[src/rtl/pad_sequencer_pkg.sv]
// Shared constants and state encoding for the sponge block padder.
// Imported by the padder1 datapath and the sequencer top.
package pad_sequencer_pkg;

  localparam int RATE_WORDS_DEF = 34;

  localparam logic [7:0] PAD_BYTE   = 8'h06;
  localparam logic [7:0] FINAL_BYTE = 8'h80;

  typedef enum logic [1:0] {
    FILL = 2'd0,
    PAD  = 2'd1,
    FULL = 2'd2
  } state_t;

endpackage

[src/rtl/pad_sequencer_padder1.sv]
// Pads a final message word: keeps the valid bytes, places PAD_BYTE
// after them and zeroes the rest.
module pad_sequencer_padder1
  import pad_sequencer_pkg::*;
(
  input  logic [31:0] i_word,
  input  logic [1:0]  i_byte_num,
  output logic [31:0] o_word
);

  always_comb begin
    o_word = '0;
    unique case (1'b1)
      (i_byte_num == 2'd0): o_word = {PAD_BYTE, 24'h0};
      (i_byte_num == 2'd1): o_word = {i_word[31:24], PAD_BYTE, 16'h0};
      (i_byte_num == 2'd2): o_word = {i_word[31:16], PAD_BYTE, 8'h0};
      (i_byte_num == 2'd3): o_word = {i_word[31:8], PAD_BYTE};
      default:              o_word = '0;
    endcase
  end

endmodule

[src/rtl/pad_sequencer.sv]
// Assembles message words into one sponge-rate block, padding the
// final word and zero-filling the remaining slots.
module pad_sequencer
  import pad_sequencer_pkg::*;
#(
  parameter int RATE_WORDS = RATE_WORDS_DEF
) (
  input  logic                    clk,
  input  logic                    rst_n,
  input  logic [31:0]             in,
  input  logic                    in_ready,
  input  logic                    is_last,
  input  logic [1:0]              byte_num,
  output logic                    buffer_full,
  output logic [32*RATE_WORDS-1:0] out,
  output logic                    out_ready,
  input  logic                    f_ack
);

  localparam int W  = 32 * RATE_WORDS;
  localparam int CW = $clog2(RATE_WORDS);
  localparam logic [CW-1:0] LAST = CW'(RATE_WORDS - 1);

  state_t        r_state;
  logic [CW-1:0] r_cnt;
  logic          r_final;
  logic          r_out_ready;
  logic [W-1:0]  r_blk;

  logic [31:0]   w_padded;
  logic [31:0]   w_word;

  pad_sequencer_padder1 u_padder1 (
    .i_word     (in),
    .i_byte_num (byte_num),
    .o_word     (w_padded)
  );

  assign w_word      = is_last ? w_padded : in;
  assign buffer_full = (r_state != FILL);
  assign out_ready   = r_out_ready;
  assign out = {r_blk[W-1:8],
                r_blk[7:0] | (r_final ? FINAL_BYTE : 8'h00)};

  always_ff @(posedge clk or negedge rst_n) begin
    if (!rst_n) begin
      r_state     <= FILL;
      r_cnt       <= '0;
      r_final     <= 1'b0;
      r_out_ready <= 1'b0;
      r_blk       <= '0;
    end else begin
      unique case (r_state)
        FILL: begin
          if (in_ready) begin
            r_blk <= {r_blk[W-33:0], w_word};
            if (is_last)
              r_final <= 1'b1;
            if (r_cnt == LAST) begin
              r_state     <= FULL;
              r_out_ready <= 1'b1;
            end else begin
              r_cnt   <= r_cnt + CW'(1);
              r_state <= is_last ? PAD : FILL;
            end
          end
        end
        PAD: begin
          r_blk <= {r_blk[W-33:0], 32'h0};
          if (r_cnt == LAST) begin
            r_state     <= FULL;
            r_out_ready <= 1'b1;
          end else begin
            r_cnt <= r_cnt + CW'(1);
          end
        end
        FULL: begin
          // Any word offered alongside f_ack is dropped on purpose.
          if (f_ack) begin
            r_cnt       <= '0;
            r_final     <= 1'b0;
            r_out_ready <= 1'b0;
            r_state     <= FILL;
          end
        end
        default: r_state <= FILL;
      endcase
    end
  end

endmodule

[config.mk]
export PLATFORM = sky130hd
export DESIGN_NAME = pad_sequencer
export DESIGN_NICKNAME = d
export VERILOG_FILES = /design/src/rtl/pad_sequencer_pkg.sv /design/src/rtl/pad_sequencer_padder1.sv /design/src/rtl/pad_sequencer.sv
export SDC_FILE = /design/constraint.sdc
export NUM_CORES = 2
export LEC_CHECK = 0
export BUFFER_PORTS_ARGS = -buffer_cell sky130_fd_sc_hd__buf_2
export CORE_AREA = 2 2 437 439
export CTS_BUF_LIST = sky130_fd_sc_hd__clkbuf_4
export CTS_CLUSTER_SIZE = 40
export DETAILED_ROUTE_END_ITERATION = 16
export DIE_AREA = 0 0 439 441
export PLACE_DENSITY = 0.54
export SLEW_MARGIN = 20
export SYNTH_ARGS = -nofsm -noshare
export SYNTH_HDL_FRONTEND = slang
export SYNTH_SLANG_ARGS = --single-unit
export TNS_END_PERCENT = 50
[constraint.sdc]
create_clock -name clk -period 2.3 [get_ports clk]
set_clock_uncertainty 0.05 [all_clocks]
set_input_delay 0.46 -clock clk [delete_from_list [all_inputs] [get_ports clk]]
set_output_delay 0.46 -clock clk [all_outputs]
set_load 0.05 [all_outputs]
==> impl_metrics.ini <==
[outcome]
status = finished, violations left
failed_checks = setup timing

[die]
num_rows = 160
fp.dieW_um = 439
ios = 1129
start_util = 0.262
coreArea_um2 = 189000
dieHeight_um = 441
dieArea_um2 = 194000

[placement]
io_buffers = 1128
placed_area_um2 = 50500
hpwlAfterDp_um = 126000
place.gp.congestion = 0.897
dp_slack_ps = 274

[synth]
netlist_area_um2 = 49600
synth_top_family_by_area = simple AND/OR/NAND/NOR gates
synth_edf_count = 0
ys_warn_count = 0
synth-simple-area-share = 0.245
syn_avg_cell_area_um2 = 8.71
synth-compound-area-share = 0.00868
synth_ff_type = dfrtp_1
netlist_instances = 5698
async_flop_share = 1.00
ys_types = 39
synth_fa_ha_area_frac = 0.000504
ys_ff_latch = 1098
yosysSeqAreaShare = 0.554
synthMuxAreaShare = 0.000404
synthesis.nets = 5739
yosys.area_share.xor_xnor = 0

[global_routing]
antenna_found_initial = 6
grt_max_degree = 111
grt_pass1_wl_um = 264000
track_usage = 0.183
grt_pass1_vias = 39539
overflow = 0

[clock_network]
cts_buffer_depth = 4
cts.clk_slew.worst_paths_ps = 60
worstSkewPairLatency_ps = 1330
htreeDepth = 5
cts_root_buf = clkbuf_4
clkSinkCount = 1098
cts-buffers-inserted = 324
tritoncts = built

[layout]
final_area_um2 = 68200
fin_nets = 6893
seqCellArea_um2 = 27700
syn_to_final_growth_pct = 37.4
multi_input_area_um2 = 12600
drive_gt1_frac = 0.394
fillers = 18967
final_util = 0.360

[routing]
drc_errors = 0
drt_iter0_markers = 2317
wl_per_cell_um = 19.8
ant_nets = 0
wl_um = 189000
dr_total_vias = 40793
viasPerCell = 4.26
dr.pass1.iters = 6

[sta]
worst_slack_ps = -379
min_period_ps = 2680
fmax_mhz = 373
hold_violations = 0
slew_violations = 0
report.final.setup_viol = 1087
fin_crit_sh = 1.16
worst_slew_pin_slew_ps = 702
rsz0062_at_grt = true
totalNegativeSetupSlack_ps = -103570
slew_headroom = 0.532

[worst_setup_path]
cp_data_required_time_ps = 1790
critPathKind = flip-flop to output port
end_kind = output port
worstPathArrival_ps = 2170
cp-start-kind = flip-flop
cp_max_fo = 5

[power_and_ir_drop]
pwr-share-comb = 0.528
clock_power_share = 0.171
switchingPower_uw = 52800
swShare = 0.491
power.density_nw_per_um2 = 1580
vdd_ir_drop_max_mv = 0.857
p_leak_uw = 0.0386
p_seq_frac = 0.301
p_int_uw = 54800

[hold_path]
hp-class = input pin to flip-flop

[run]
cap_violations = 0
routing by layer:
layer | vias to the layer above | share of wire | GRT usage
met5 | - | 0.00022 | 0
met4 | 6 | 0.060 | 0.104
met3 | 467 | 0.077 | 0.0565
met2 | 1674 | 0.49 | 0.308
met1 | 20009 | 0.37 | 0.206
li1 | 18637 | - | -
cells in the final DEF, fill, tap and decap left out, types with 2 or more instances in the layout:
cell / instances
bufinv_16: 5
mux2i_1: 2
buf_12: 54
nor3_1: 3
buf_6: 1003
o211ai_1: 2
dfrtp_2: 211
o21ai_0: 10
nor2_4: 2
dfrtp_1: 887
clkinv_1: 41
dlygate4sd3_1: 86
a22o_1: 24
nand2_1: 3179
inv_2: 7
clkinv_2: 7
a21oi_1: 2
ha_1: 2
nor2b_1: 3
inv_1: 4
buf_4: 901
diode_2: 8
buf_8: 23
nand3_1: 2
buf_2: 90
or2_4: 2
clkbuf_4: 459
nor2_1: 8
o31ai_1: 7
path summary, 6_finish.rpt:
| kind | slack [ps] | startpoint | endpoint | depth (start not counted) |
|---|---|---|---|---|
| max | -380 | r_state[1]$_DFFE_PN0P_ | buffer_full | 2 |
| min | 220 | byte_num[1] | r_blk[17]$_DFFE_PN0P_ | 5 |
| max reg2reg | 300 | r_state[0]$_DFFE_PN0P_ | r_blk[1032]$_DFFE_PN0P_ | 6 |
| min reg2reg | 350 | r_blk[216]$_DFFE_PN0P_ | r_blk[248]$_DFFE_PN0P_ | 2 |
| max in group asynchronous | 980 | rst_n | r_blk[863]$_DFFE_PN0P_ | 6 |
| min in group asynchronous | 260 | rst_n | r_blk[809]$_DFFE_PN0P_ | 4 |
critical path, cell delays in order, from the launching register on:
cell	delay, ps
dfrtp_2	430
or2_4	290
buf_12	160
per-stage QoR:
stage	instances	total power, uW	hold slack (ps)
detailed placement	8144	73500	330
CTS	9231	102000	17.1
global route	9564	112000	95.5
global placement	8144	73100	330
floorplan	5698	67600	114
finish	9565	108000	220
timing repair:
action	in CTS	in global routing
endpoints found under the hold margin	1941	0
setup buffers	481	327
hold buffers	87	0
gates resized for setup	1416	1362
endpoints found under the setup margin	1090	1090
pin swaps	1	1
sequential cells by signal, indices dropped and copies added (netlist names):
register and cells:
r_blk 1088, r_cnt 6, r_state 2, out_ready 1, r_final 1
Yosys cell counts (2+ instances only):
library cell,count,share of area
a21oi_1,2,0.00020
buf_2,152,0.015
mux2i_1,2,0.00040
nand2_1,3179,0.24
o21ai_0,10,0.0010
ha_1,2,0.00050
nor2_4,2,0.00045
o211ai_1,2,0.00030
nor2b_1,3,0.00038
buf_4,1142,0.17
nor3_1,3,0.00030
o31ai_1,7,0.0011
nor2_1,8,0.00061
nand3_1,2,0.00020
a22o_1,24,0.0042
or2_2,2,0.00025
inv_1,4,0.00030
buf_1,10,0.00076
buf_6,6,0.0014
clkbuf_1,20,0.0015
dfrtp_1,1098,0.55
cell type report:
cell class / instances / share of cell area
Antenna cell: 8 / 0.000294
Clock buffer: 459 / 0.0505
Clock inverter: 61 / 0.00549
Inverter: 4 / 0.000220
Multi-Input combinational cell: 3266 / 0.185
Sequential cell: 1098 / 0.407
Tap cell: 2511 / 0.0461
Timing Repair Buffer: 2158 / 0.305
kinds of logic after synthesis:
group           count (synthesis)
fa+ha+maj                       2
flops                        1098
simple gates                 3208
mux                             2
buf+inv                      1334
compound gates                 54
power groups by stage:
stage	Combinational, uW	Sequential (uW)	Clock [uW]
after floorplan	38400	29200	0
after global placement	40800	32400	0
after detailed placement	41000	32500	0
after CTS	51300	31900	18900
after global routing	59200	32900	20000
final	56900	32400	18400
Note: power is estimated with default switching activity, not from simulation.
